[src/rtl/alu_seq_pkg.sv]
// Shared state encoding, opcode constants and instruction field geometry
// for the ALU sequencer.
package alu_seq_pkg;

    typedef enum logic [2:0] {
        IDLE,
        FETCH_A,
        FETCH_B,
        EXEC,
        WRITE,
        DONE
    } state_t;

    localparam logic [3:0] OP_NOP = 4'hF;

    // Field layout, MSB down: op[4] | dst[rw] | src1[rw] | imm_flag | src2/imm.
    function automatic int op_lsb(input int iw);
        return iw - 4;
    endfunction

    function automatic int dst_lsb(input int iw, input int rw);
        return iw - 4 - rw;
    endfunction

    function automatic int src1_lsb(input int iw, input int rw);
        return iw - 4 - 2 * rw;
    endfunction

    function automatic int imm_flag_pos(input int iw, input int rw);
        return iw - 5 - 2 * rw;
    endfunction

    // The immediate / src2 field fills everything below the flag bit.
    function automatic int imm_width(input int iw, input int rw);
        return iw - 5 - 2 * rw;
    endfunction

endpackage

[src/rtl/alu_seq_fsm_if.sv]
// Instruction handshake plus the datapath strobe bundle of the sequencer.
interface alu_seq_fsm_if
    import alu_seq_pkg::*;
#(
    parameter int IW       = 16,
    parameter int NUM_REGS = 6
);
    localparam int RW   = $clog2(NUM_REGS);
    localparam int IMMW = imm_width(IW, RW);

    logic                instr_valid;
    logic [IW-1:0]       instr;
    logic                instr_ready;
    logic [3:0]          alu_op;
    logic                alu_in1;
    logic                alu_in2;
    logic                alu_outlatch;
    logic                alu_out_en;
    logic                imm_out_en;
    logic [IMMW-1:0]     imm;
    logic [NUM_REGS-1:0] reg_in;
    logic [NUM_REGS-1:0] reg_out;
    logic                pc_inc;
    logic                done;
    logic                illegal;

    // Instruction source: offers words, observes strobes.
    modport master (
        output instr_valid, instr,
        input  instr_ready, alu_op, alu_in1, alu_in2, alu_outlatch, alu_out_en,
               imm_out_en, imm, reg_in, reg_out, pc_inc, done, illegal
    );

    // Sequencer: accepts words, drives strobes.
    modport slave (
        input  instr_valid, instr,
        output instr_ready, alu_op, alu_in1, alu_in2, alu_outlatch, alu_out_en,
               imm_out_en, imm, reg_in, reg_out, pc_inc, done, illegal
    );

endinterface

[src/rtl/alu_instr_decode.sv]
// Splits an instruction word into its fields and flags illegal encodings.
module alu_instr_decode
    import alu_seq_pkg::*;
#(
    parameter int IW       = 16,
    parameter int NUM_REGS = 6,
    parameter int NUM_OPS  = 10,
    parameter int RW       = $clog2(NUM_REGS),
    parameter int IMMW     = imm_width(IW, RW)
) (
    input  logic [IW-1:0]   instr,
    output logic [3:0]      op,
    output logic [RW-1:0]   dst,
    output logic [RW-1:0]   src1,
    output logic            imm_flag,
    output logic [IMMW-1:0] imm,
    output logic            illegal
);
    localparam int OP_LSB   = op_lsb(IW);
    localparam int DST_LSB  = dst_lsb(IW, RW);
    localparam int SRC1_LSB = src1_lsb(IW, RW);
    localparam int FLAG_POS = imm_flag_pos(IW, RW);

    logic [RW-1:0] src2;
    logic          bad_op;
    logic          bad_reg;

    // Field extraction; src2 is only a register index when imm_flag is clear.
    always_comb begin
        op       = instr[OP_LSB +: 4];
        dst      = instr[DST_LSB +: RW];
        src1     = instr[SRC1_LSB +: RW];
        imm_flag = instr[FLAG_POS];
        imm      = instr[IMMW-1:0];
        src2     = imm[RW-1:0];
        bad_op   = (32'(op) >= NUM_OPS) && (op != OP_NOP);
        bad_reg  = (32'(dst) >= NUM_REGS) || (32'(src1) >= NUM_REGS)
                || (!imm_flag && (32'(src2) >= NUM_REGS));
        illegal  = bad_op || bad_reg;
    end

endmodule

[src/rtl/alu_seq_fsm.sv]
// Accepts one instruction per handshake and sequences operand fetch, ALU
// execution, write-back and PC increment. All outputs are registered and
// decoded from the state being entered, so they behave as Moore outputs.
module alu_seq_fsm
    import alu_seq_pkg::*;
#(
    parameter int IW       = 16,
    parameter int NUM_REGS = 6,
    parameter int NUM_OPS  = 10,
    parameter int ALU_LAT  = 1
) (
    input logic          clk,
    input logic          rst,
    alu_seq_fsm_if.slave bus
);
    localparam int RW   = $clog2(NUM_REGS);
    localparam int IMMW = imm_width(IW, RW);
    localparam int CW   = (ALU_LAT > 1) ? $clog2(ALU_LAT) : 1;
    localparam logic [CW-1:0] EXEC_LOAD = CW'(ALU_LAT - 1);

    function automatic logic [NUM_REGS-1:0] onehot(input logic [RW-1:0] idx);
        return {{(NUM_REGS-1){1'b0}}, 1'b1} << idx;
    endfunction

    logic [3:0]      dec_op;
    logic [RW-1:0]   dec_dst;
    logic [RW-1:0]   dec_src1;
    logic            dec_imm_flag;
    logic [IMMW-1:0] dec_imm;
    logic            dec_illegal;

    alu_instr_decode #(
        .IW       (IW),
        .NUM_REGS (NUM_REGS),
        .NUM_OPS  (NUM_OPS),
        .RW       (RW),
        .IMMW     (IMMW)
    ) u_decode (
        .instr    (bus.instr),
        .op       (dec_op),
        .dst      (dec_dst),
        .src1     (dec_src1),
        .imm_flag (dec_imm_flag),
        .imm      (dec_imm),
        .illegal  (dec_illegal)
    );

    state_t              state_q, state_d;
    logic [CW-1:0]       cnt_q, cnt_d;
    logic [3:0]          op_q, op_d;
    logic [RW-1:0]       dst_q, dst_d;
    logic [RW-1:0]       src1_q, src1_d;
    logic                imm_flag_q, imm_flag_d;
    logic [IMMW-1:0]     imm_q, imm_d;
    logic                bad_q, bad_d;
    logic                instr_ready_q, instr_ready_d;
    logic                alu_in1_q, alu_in1_d;
    logic                alu_in2_q, alu_in2_d;
    logic                alu_outlatch_q, alu_outlatch_d;
    logic                alu_out_en_q, alu_out_en_d;
    logic                imm_out_en_q, imm_out_en_d;
    logic [NUM_REGS-1:0] reg_in_q, reg_in_d;
    logic [NUM_REGS-1:0] reg_out_q, reg_out_d;
    logic                pc_inc_q, pc_inc_d;
    logic                done_q, done_d;
    logic                illegal_q, illegal_d;

    // Next state, instruction latch and the outputs of the state being entered.
    always_comb begin
        // NOTE: every signal gets a default first so no path leaves it unassigned and infers a latch.
        state_d        = state_q;
        cnt_d          = cnt_q;
        op_d           = op_q;
        dst_d          = dst_q;
        src1_d         = src1_q;
        imm_flag_d     = imm_flag_q;
        imm_d          = imm_q;
        bad_d          = bad_q;
        instr_ready_d  = 1'b0;
        alu_in1_d      = 1'b0;
        alu_in2_d      = 1'b0;
        alu_outlatch_d = 1'b0;
        alu_out_en_d   = 1'b0;
        imm_out_en_d   = 1'b0;
        reg_in_d       = '0;
        reg_out_d      = '0;
        pc_inc_d       = 1'b0;
        done_d         = 1'b0;
        illegal_d      = 1'b0;

        unique case (state_q)
            IDLE: begin
                if (bus.instr_valid) begin
                    op_d       = dec_op;
                    dst_d      = dec_dst;
                    src1_d     = dec_src1;
                    imm_flag_d = dec_imm_flag;
                    imm_d      = dec_imm;
                    bad_d      = dec_illegal;
                    state_d    = (dec_illegal || dec_op == OP_NOP) ? DONE : FETCH_A;
                end
            end
            FETCH_A: state_d = FETCH_B;
            FETCH_B: begin
                state_d = EXEC;
                cnt_d   = EXEC_LOAD;
            end
            EXEC: begin
                if (cnt_q == '0) begin
                    state_d = WRITE;
                end else begin
                    cnt_d = cnt_q - CW'(1);
                end
            end
            WRITE:   state_d = DONE;
            DONE:    state_d = IDLE;
            default: state_d = IDLE;
        endcase

        unique case (state_d)
            IDLE: instr_ready_d = 1'b1;
            FETCH_A: begin
                reg_out_d = onehot(src1_d);
                alu_in1_d = 1'b1;
            end
            FETCH_B: begin
                alu_in2_d = 1'b1;
                if (imm_flag_d) begin
                    imm_out_en_d = 1'b1;
                end else begin
                    reg_out_d = onehot(imm_d[RW-1:0]);
                end
            end
            EXEC: alu_outlatch_d = (cnt_d == '0);
            WRITE: begin
                alu_out_en_d = 1'b1;
                reg_in_d     = onehot(dst_d);
            end
            DONE: begin
                done_d    = 1'b1;
                pc_inc_d  = 1'b1;
                illegal_d = bad_d;
            end
            default: ;
        endcase
    end

    // State, latched instruction and registered outputs; rst low forces IDLE.
    always_ff @(posedge clk) begin
        if (!rst) begin
            state_q        <= IDLE;
            cnt_q          <= '0;
            op_q           <= '0;
            dst_q          <= '0;
            src1_q         <= '0;
            imm_flag_q     <= 1'b0;
            imm_q          <= '0;
            bad_q          <= 1'b0;
            instr_ready_q  <= 1'b1;
            alu_in1_q      <= 1'b0;
            alu_in2_q      <= 1'b0;
            alu_outlatch_q <= 1'b0;
            alu_out_en_q   <= 1'b0;
            imm_out_en_q   <= 1'b0;
            reg_in_q       <= '0;
            reg_out_q      <= '0;
            pc_inc_q       <= 1'b0;
            done_q         <= 1'b0;
            illegal_q      <= 1'b0;
        end else begin
            // NOTE: non-blocking updates make every flop sample pre-edge values, as real flops do.
            state_q        <= state_d;
            cnt_q          <= cnt_d;
            op_q           <= op_d;
            dst_q          <= dst_d;
            src1_q         <= src1_d;
            imm_flag_q     <= imm_flag_d;
            imm_q          <= imm_d;
            bad_q          <= bad_d;
            instr_ready_q  <= instr_ready_d;
            alu_in1_q      <= alu_in1_d;
            alu_in2_q      <= alu_in2_d;
            alu_outlatch_q <= alu_outlatch_d;
            alu_out_en_q   <= alu_out_en_d;
            imm_out_en_q   <= imm_out_en_d;
            reg_in_q       <= reg_in_d;
            reg_out_q      <= reg_out_d;
            pc_inc_q       <= pc_inc_d;
            done_q         <= done_d;
            illegal_q      <= illegal_d;
        end
    end

    assign bus.instr_ready  = instr_ready_q;
    assign bus.alu_op       = op_q;
    assign bus.alu_in1      = alu_in1_q;
    assign bus.alu_in2      = alu_in2_q;
    assign bus.alu_outlatch = alu_outlatch_q;
    assign bus.alu_out_en   = alu_out_en_q;
    assign bus.imm_out_en   = imm_out_en_q;
    assign bus.imm          = imm_q;
    assign bus.reg_in       = reg_in_q;
    assign bus.reg_out      = reg_out_q;
    assign bus.pc_inc       = pc_inc_q;
    assign bus.done         = done_q;
    assign bus.illegal      = illegal_q;

endmodule

[src/flat_wrapper.sv]
// flat-port wrapper written by rule: the top's interface ports become plain ports
module alu_seq_fsm_flat import alu_seq_pkg::*;
#(
    parameter int IW       = 16,
    parameter int NUM_REGS = 6,
    parameter int NUM_OPS  = 10,
    parameter int ALU_LAT  = 1
)
  (clk, rst, bus_instr_valid, bus_instr, bus_instr_ready, bus_alu_op, bus_alu_in1, bus_alu_in2, bus_alu_outlatch, bus_alu_out_en, bus_imm_out_en, bus_imm, bus_reg_in, bus_reg_out, bus_pc_inc, bus_done, bus_illegal);
  alu_seq_fsm_if #(.IW(IW), .NUM_REGS(NUM_REGS)) bus_i ();
  input logic clk;
  input logic rst;
  input wire logic [$bits(bus_i.instr_valid)-1:0] bus_instr_valid;
  input wire logic [$bits(bus_i.instr)-1:0] bus_instr;
  output wire logic [$bits(bus_i.instr_ready)-1:0] bus_instr_ready;
  output wire logic [$bits(bus_i.alu_op)-1:0] bus_alu_op;
  output wire logic [$bits(bus_i.alu_in1)-1:0] bus_alu_in1;
  output wire logic [$bits(bus_i.alu_in2)-1:0] bus_alu_in2;
  output wire logic [$bits(bus_i.alu_outlatch)-1:0] bus_alu_outlatch;
  output wire logic [$bits(bus_i.alu_out_en)-1:0] bus_alu_out_en;
  output wire logic [$bits(bus_i.imm_out_en)-1:0] bus_imm_out_en;
  output wire logic [$bits(bus_i.imm)-1:0] bus_imm;
  output wire logic [$bits(bus_i.reg_in)-1:0] bus_reg_in;
  output wire logic [$bits(bus_i.reg_out)-1:0] bus_reg_out;
  output wire logic [$bits(bus_i.pc_inc)-1:0] bus_pc_inc;
  output wire logic [$bits(bus_i.done)-1:0] bus_done;
  output wire logic [$bits(bus_i.illegal)-1:0] bus_illegal;
  assign bus_i.instr_valid = bus_instr_valid;
  assign bus_i.instr = bus_instr;
  assign bus_instr_ready = bus_i.instr_ready;
  assign bus_alu_op = bus_i.alu_op;
  assign bus_alu_in1 = bus_i.alu_in1;
  assign bus_alu_in2 = bus_i.alu_in2;
  assign bus_alu_outlatch = bus_i.alu_outlatch;
  assign bus_alu_out_en = bus_i.alu_out_en;
  assign bus_imm_out_en = bus_i.imm_out_en;
  assign bus_imm = bus_i.imm;
  assign bus_reg_in = bus_i.reg_in;
  assign bus_reg_out = bus_i.reg_out;
  assign bus_pc_inc = bus_i.pc_inc;
  assign bus_done = bus_i.done;
  assign bus_illegal = bus_i.illegal;
  alu_seq_fsm #(.IW(IW), .NUM_REGS(NUM_REGS), .NUM_OPS(NUM_OPS), .ALU_LAT(ALU_LAT)) u_core (.clk(clk), .rst(rst), .bus(bus_i));
endmodule
[config.mk]
export PLATFORM = sky130hd
export DESIGN_NAME = alu_seq_fsm_flat
export DESIGN_NICKNAME = d
export VERILOG_FILES = /design/src/rtl/alu_seq_pkg.sv /design/src/rtl/alu_seq_fsm_if.sv /design/src/rtl/alu_instr_decode.sv /design/src/rtl/alu_seq_fsm.sv /design/src/flat_wrapper.sv
export SDC_FILE = /design/constraint.sdc
export NUM_CORES = 1
export LEC_CHECK = 0
export BUFFER_PORTS_ARGS = -buffer_cell sky130_fd_sc_hd__buf_4
export CAP_MARGIN = 20
export CORE_ASPECT_RATIO = 1.5
export CORE_MARGIN = 3
export CORE_UTILIZATION = 50
export CTS_CLUSTER_DIAMETER = 120
export DETAILED_ROUTE_END_ITERATION = 10
export PLACE_DENSITY = 0.84
export SLEW_MARGIN = 40
export SYNTH_ARGS = -nofsm -noshare
export SYNTH_HDL_FRONTEND = slang
export SYNTH_SLANG_ARGS = --single-unit
[constraint.sdc]
create_clock -name clk -period 2.3 [get_ports clk]
set_clock_uncertainty 0.2 [all_clocks]
set_input_delay 0.345 -clock clk [delete_from_list [all_inputs] [get_ports clk]]
set_output_delay 0.345 -clock clk [all_outputs]
set_load 0.1 [all_outputs]
## Word-level counts from Yosys, hierarchy flattened

Cells that the tools add are included.

| storage, ports and cells | value |
|---|---|
| input port bits | 19 |
| output and inout bits | 30 |
| word-level logic and storage cells | 77 |
| bits in registers | 41 |

| cells by class | value |
|---|---|
| bitwise logic cells | 1 |
| order comparisons | 4 |
| muxes and demuxes | 24 |
| add/subtract/negate cells | 1 |
| reductions and logical operators | 14 |
| shifts and indexed selects | 3 |
| equality and inequality tests | 11 |

Operators by type and width:

| cell | number |
|---|---|
| 3-bit 2-to-1 mux | 9 |
| 1-bit by 3-bit << shifter with 6-bit output (first input constant) | 3 |
| 3-bit case mux with 5 select lines | 1 |
| 3-bit by 2-bit equality test with 1-bit output (second input constant) | 4 |
| 6-bit case mux with 2 select lines | 1 |
| 1-bit 2-to-1 mux | 11 |
| 2-bit AND reduction | 5 |
| 3-bit equality test (second input constant) | 3 |
| 3-bit greater-or-equal comparator (second input constant) | 3 |
| 3-bit by 1-bit equality test with 1-bit output (second input constant) | 2 |
| 3-bit logical NOT | 2 |
| 6-bit 2-to-1 mux | 1 |
| 4-bit equality test (second input constant) | 1 |
| 4-bit greater-or-equal comparator (second input constant) | 1 |
| 1-bit logical OR | 4 |
| 4-bit inequality test (second input constant) | 1 |
| 1-bit logical AND | 2 |
| 1-bit case mux with 2 select lines | 1 |
| 1-bit logical NOT | 1 |
| 1-bit inverter | 1 |
| 1-bit subtractor (second input constant) | 1 |

## Logic depth before layout (Yosys ltp)

Gate-level depths: netlist (run 1).

| logic depth | value |
|---|---|
| word-level depth | 10 |
| depth in mapped cells | 6 |
| mapped depth without buffers | 4 |

## By module

From an unflattened synthesis (run 1), not the netlist that was laid out.

| unflattened totals | value |
|---|---|
| cells, all modules | 184 |
| area total of the unflattened synthesis | 1,776.7 sq um |

Modules (own cells, without submodules):

| module | instances | seq. area each (sq um) | area an instance (sq um) | cells an instance |
|---|---|---|---|---|
| alu_seq_fsm | 1 | 800.8 | 1,612.8 | 163 |
| alu_instr_decode | 1 | 0.0 | 163.9 | 21 |

## Worst setup path after synthesis (run 1)

No wires, ideal clock.

| path | value |
|---|---|
| path kind | reg-to-reg |
| start point | register u_core.state_q[0] |
| end point | register u_core.reg_out_q[2], in the netlist u_core.bus.reg_out[2] |
| clock period less this slack | 1.966 ns |
| stages on the path, launching flop included | 6 |
| required time | 2.042 ns |
| slack | 0.334 ns |
| data arrival time | 1.708 ns |
| library setup time | 0.058 ns |
| path buffers | 1 |
| cell sequence | dfxtp_1 or4b_1 buf_2 or4b_4 nor3_2 o21a_1 |

| between the ends | value |
|---|---|
| cells in the longest elaborated chain, start to end | 5 |
| elaborated cells on any way between the ends | 17 |
| those cells by class | eq/ne: 6; shift: 2; mux: 8; reduce/logical: 1 |

Ends and longest elaborated chain:

| what | line | source |
|---|---|---|
| start: declaration | alu_seq_fsm.sv:48 | `state_t state_q, state_d;` |
| start signal: assignment | alu_seq_fsm.sv:172 | `state_q <= state_d;` |
| branches (longest 4 deep; another with 3-bit case mux with 5 select lines) | - |  |
| 6-bit case mux with 2 select lines (*) | alu_seq_fsm.sv:120 | `unique case (state_d)` |
| end signal: assignment | alu_seq_fsm.sv:187 | `reg_out_q <= reg_out_d;` |
| end: declaration | alu_seq_fsm.sv:63 | `logic [NUM_REGS-1:0] reg_out_q, reg_out_d;` |

Mark *: on every way between the ends.
A chain may end at the register's enable or synchronous reset.

## Worst setup path in the final report (run 1)

| path | value |
|---|---|
| start point | register u_core.state_q[0] |
| end point | register u_core.reg_in_q[3], in the netlist u_core.bus.reg_in[3] |

| between the ends | value |
|---|---|
| cells in the longest elaborated chain, start to end | 4 |
| elaborated cells on any way between the ends | 12 |
| those cells by class | eq/ne: 5; shift: 1; mux: 4; reduce/logical: 2 |

Ends and longest elaborated chain:

| what | line | source |
|---|---|---|
| 3-bit equality test, or another cell as far along | alu_seq_fsm.sv:91 | `unique case (state_q)` |
| 3-bit case mux with 5 select lines | alu_seq_fsm.sv:91 |  |
| 3-bit equality test | alu_seq_fsm.sv:120 |  |
| 2-bit AND reduction (no source line) | - |  |
| end signal: assignment | alu_seq_fsm.sv:186 | `reg_in_q <= reg_in_d;` |
| end: declaration | alu_seq_fsm.sv:62 | `logic [NUM_REGS-1:0] reg_in_q, reg_in_d;` |

Parallel ways exist; a longest one is shown, timed or not.

==> flow_summary.ini, run 1 <==
[clock_network]
cts_resized = 0
cts_buffer_depth = 2
cts_sinks = 39
cts_setup_buffers = 0
cts_hold_buf = 0
cts.htree.levels = 2
cts_root_buf = clkbuf_8
clk_pin_slew_worst_paths_ps = 70
clock_latency_ps = 290
numCtsBuffers = 5
cts_tree = yes

[final_layout]
antennaDiodeCount = 0
syn_to_final_growth_pct = 31.1
finalNetCount = 251
fillCellCount = 262
stdcell_count = 272
utilization_pct = 68.8
drive_gt1_share_pct = 33.6
stdcell_area_um2 = 2190

[routing]
dr.pass1.iters = 4
drc = 0
drt_iter0_markers = 35
wl_mm = 3.69
wl_per_cell_um = 13.6
drtAntennaViolNets = 0
viasPerCell = 5.32
highest_layer = met4
dr_wl_met3_um = 199
wl_met2_mm = 1.84
vias = 1447
met1Wirelength_mm = 1.55

[timing]
fin_crit_sh_pct = 89.4
rsz0062_at_grt = false
drv_slew = 0
hold_violations = 0
finalSetupViolCount = 0
slew_headroom_pct = 56.5
tightest_slew_ps = 649
period_needed_ps = 2060
fmax_ghz = 0.486
tns_ps = 0
setup_slack_ps = 243

[synth]
synth.distinct_cells = 50
synthTopCellsByArea = dfxtp_1, nand2_1, a21boi_0
synth_top_flop_cell = dfxtp_1
netlist_instances = 179
ys_seq_area_share_pct = 46.6
syn_area_um2 = 1670
synth-edff-count = 0
syn_avg_cell_area_um2 = 9.35
yosys.area.top_type_share_pct = 46.6
yosysWarnings = 0
ys_async_sr_fraction_pct = 0
synth-seq-cells = 39
synth_top_area_cell = dfxtp_1
synth_fp_nets = 198

[status]
status = complete, no violations

[worst_setup_path]
crit_path_start = u_core.state_q[0]$_SDFF_PN0_
r2r_start = u_core.state_q[0]$_SDFF_PN0_
path_class = flip-flop to flip-flop
max_stage_delay_ps = 670
start_kind = flip-flop
worstPathArrival_ps = 2050
cp-end-kind = flip-flop
cp_max_fo = 8
critPathRequiredTime_ps = 2290
crit_path_cell_trace = or4b_1, buf_4, mux2i_4, o21ai_2, a2111oi_2
slowest_stage = or4b_1

[global_routing]
overflow = 0
grt_start_max_net_pins = 27
grt_pass1_wl_mm = 6.29
antenna_found_initial = 0
grt_pass1_vias = 1434
grt.total_usage_pct = 20.6

[pwr]
p_leak_uw = 0.000910
vdd_ir_drop_max_uv = 564
power_density_nw_per_um2 = 884

[run]
max_cap_viol_count = 0

[die]
start_util_pct = 52.5
num_io_pins = 49
rows = 25
dieArea_um2 = 4090
die_x_um = 53.2
fp.dieH_um = 76.9
coreArea_um2 = 3190

[worst_hold_path]
min_path_type = input port to flip-flop
hp-start = bus_instr[6]

[placed_design]
place_congestion = 0.822
place_ws_ps = 144
dpl.cell_count = 265
port_buffers = 48
place_hpwl_mm = 2.71
place_area_um2 = 2110
sequential cells by signal (all words and copies together), names as in the netlist, 3 cells and up:
signal              count
u_core.bus.imm          5
u_core.bus.alu_op       4
u_core.bus.reg_in       6
u_core.dst_q            3
u_core.state_q          3
u_core.bus.reg_out      6
metrics by stage:
stage               hold WS [ps]  power (uW)
floorplan                    239        1320
global placement             253        1490
detailed placement           260        1500
CTS                         81.2        1960
global route                78.2        2040
finish                      97.8        1940
placed cells by master, fill, tap and decap left out, types with 4 or more instances in the layout:
master,n
nor2_1,5
nand2_1,35
dfxtp_1,39
nor3_1,7
nor4_1,5
inv_1,4
a21oi_1,4
nand3_1,5
buf_4,58
a21boi_0,13
clkbuf_8,6
critical path: cells and delay by family, from the launching register on:
kind / cells / cell delay (ps)
DFF: 1 / 320
buffers and inverters: 1 / 210
muxes: 1 / 220
and+or+nand+nor: 1 / 670
AOI/OAI and AO/OA: 2 / 350
per-layer routing:
| layer | vias to the layer above | global-route usage (%) |
|---|---|---|
| met3 | 9 | 6.41 |
| met1 | 650 | 24.3 |
| li1 | 745 | - |
| met5 | - | 0 |
| met4 | 0 | 10.7 |
| met2 | 43 | 32.2 |
cell type report:
cell class / count / area, um^2 / area share [%]
Clock buffer: 6 / 82.6 / 3.76
Clock inverter: 1 / 5.00 / 0.228
Inverter: 4 / 15.0 / 0.684
Multi-Input combinational cell: 124 / 826 / 37.6
Sequential cell: 39 / 781 / 35.6
Tap cell: 40 / 50.0 / 2.28
Timing Repair Buffer: 58 / 435 / 19.8
cells by family (layout without fill, tap and decap cells):
kind of cell	count (synthesis)	count (layout)	share of synthesized area (%)
simple gates	83	83	28.3
mux	4	4	3.21
compound gates	37	37	17.9
buf+inv	16	69	4.04
flops	39	39	46.6
where the power goes:
group / total, uW / switching [uW] / leakage (uW) / internal, uW
registers: 765 / 32.6 / 0.000318 / 732
logic: 721 / 513 / 0.000545 / 208
clock network: 453 / 219 / 0.0000470 / 235
total: 1940 / 764 / 0.000910 / 1180
synthesized netlist by cell type, types with 3 or more instances:
library cell,instances
nand3_1,5
clkbuf_1,7
nand2_1,35
and3_1,3
a21oi_1,4
nor4_1,5
a21boi_0,13
inv_1,4
buf_2,3
dfxtp_1,39
nor2_1,5
nor3_1,7
o22ai_1,3
worst paths after layout:
| check | to | slack [ps] | depth (start not counted) |
|---|---|---|---|
| setup / recovery | u_core.bus.reg_in[3]$_SDFF_PP0_ | 240 | 5 |
| setup reg to reg | u_core.bus.reg_in[3]$_SDFF_PP0_ | 240 | 5 |
| hold reg to reg | u_core.bad_q$_SDFF_PN0_ | 270 | 2 |
| hold / removal | u_core.bus.reg_out[4]$_SDFF_PN0_ | 100 | 2 |
Note: power is estimated with default switching activity, not from simulation.
==> inputs of run 2 (changes only) <==
==> constraint.sdc (replaced) <==
create_clock -name clk -period 2 [get_ports clk]
set_clock_uncertainty 0.2 [all_clocks]
set_input_delay 0.3 -clock clk [delete_from_list [all_inputs] [get_ports clk]]
set_output_delay 0.3 -clock clk [all_outputs]
set_load 0.1 [all_outputs]
==> run 2 against run 1 <==
  * Register-to-register slack worse by 160 ps
  * Clock-buffer cell count shrank 1
  * Clock power grew 43%
  * Maximum frequency increased by 7.5%
  * First-iteration DRC count rose by 150%
  * Critical endpoint is now u_core.bus.reg_in[4]$_SDFF_PN0_
==> flow_summary.ini, run 2 (synthesis results as in run 1) <==
[die]
rows = 25
coreArea_um2 = 3190
dieArea_um2 = 4090
fp.dieH_um = 76.9
die_x_um = 53.2
num_io_pins = 49
start_util_pct = 52.5

[routing]
dr.pass1.iters = 4
viasPerCell = 5.42
wl_per_cell_um = 14.0
wl_mm = 3.99
drtAntennaViolNets = 0
vias = 1540
drt_iter0_markers = 87
drc = 0

[placed_design]
place_ws_ps = -66.6
place_area_um2 = 2190
dpl.cell_count = 276
port_buffers = 48
place_hpwl_mm = 2.98
place_congestion = 0.780

[global_routing]
grt_start_max_net_pins = 19
grt_pass1_vias = 1520
grt.total_usage_pct = 22.1
overflow = 0
grt_pass1_wl_mm = 6.89
antenna_found_initial = 0

[clock_network]
cts_sinks = 39
cts_root_buf = clkbuf_8
clk_pin_slew_worst_paths_ps = 80
cts.htree.levels = 2
cts_buffer_depth = 2
numCtsBuffers = 5
clock_latency_ps = 290
cts_tree = yes
cts_hold_buf = 0

[timing]
finalSetupViolCount = 0
fmax_ghz = 0.523
slew_headroom_pct = 71.2
hold_violations = 0
setup_slack_ps = 86.8
drv_slew = 0
rsz0062_at_grt = false
tightest_slew_ps = 429
fin_crit_sh_pct = 95.7
period_needed_ps = 1910

[status]
status = complete, no violations

[worst_setup_path]
worstPathArrival_ps = 1920
start_kind = flip-flop
path_class = flip-flop to flip-flop
reg2reg_slack_ps = 90
cp-end-kind = flip-flop
critPathRequiredTime_ps = 2010
cp_max_fo = 6

[pwr]
power_density_nw_per_um2 = 1040
power_uw = 2410
vdd_ir_drop_max_uv = 995
p_leak_uw = 0.000975

[worst_hold_path]
min_path_type = input port to flip-flop

[run]
max_cap_viol_count = 0

[final_layout]
drive_gt1_share_pct = 38.1
stdcell_count = 284
utilization_pct = 72.6
finalNetCount = 262
final_common_cell = buf_4
final_cell_mix = buf_4, dfxtp_1, nand2_1, a21boi_0, nor3_1
syn_to_final_growth_pct = 38.4
antennaDiodeCount = 0
stdcell_area_um2 = 2320
-- run 2: area by class of cell --
cell class	instances	area [um^2]
fillers	265	873
multi-input cells	124	836
flip-flops and latches	39	782
repair buffers	69	522
clock buffers	5	68.8
well taps	40	50.0
clock inverters	3	43.8
inverters	4	15.0
-- run 2: path summary, 6_finish.rpt --
| kind | from | depth (start not counted) | to |
|---|---|---|---|
| min reg2reg | u_core.bus.alu_op[0]$_SDFFE_PN0P_ | 2 | u_core.bus.alu_op[0]$_SDFFE_PN0P_ |
| min | bus_instr[6] | 2 | u_core.bus.reg_out[4]$_SDFF_PN0_ |
| max | u_core.state_q[1]$_SDFF_PN0_ | 5 | u_core.bus.reg_in[4]$_SDFF_PN0_ |
| max reg2reg | u_core.state_q[1]$_SDFF_PN0_ | 5 | u_core.bus.reg_in[4]$_SDFF_PN0_ |
-- run 2: power by group --
group          internal (uW)  switching [uW]
combinational            269             610
clock                    371             276
sequential               842            37.9
-- run 2: layer usage --
metal	global-route usage, %	vias to the layer above	share of wire [%]	routed length, um
li1	-	767	-	-
met1	25.6	720	40	1610
met2	37.1	46	53	2120
met3	5.44	7	5.3	211
met4	8.95	0	1.3	53
met5	0	-	0	0
-- run 2: worst max-delay path, cell delays in order (launching register included) --
cell	delay (ps)
dfxtp_2	340
or4b_4	570
buf_4	170
mux2i_4	190
buf_4	150
nor4_1	210
-- run 2: timing repair --
item | CTS | global route
hold endpoints to repair | 0 | 0
setup buffers | 0 | 0
resized for setup | 1 | 3
setup endpoints to repair | 5 | 3
-- run 2: per-stage QoR --
step / setup TNS [ps] / hold slack, ps
after floorplan: 0 / 204
after global placement: 0 / 250
after detailed placement: -154 / 256
after CTS: 0 / 42.4
after global routing: 0 / 45.7
final: 0 / 48.7
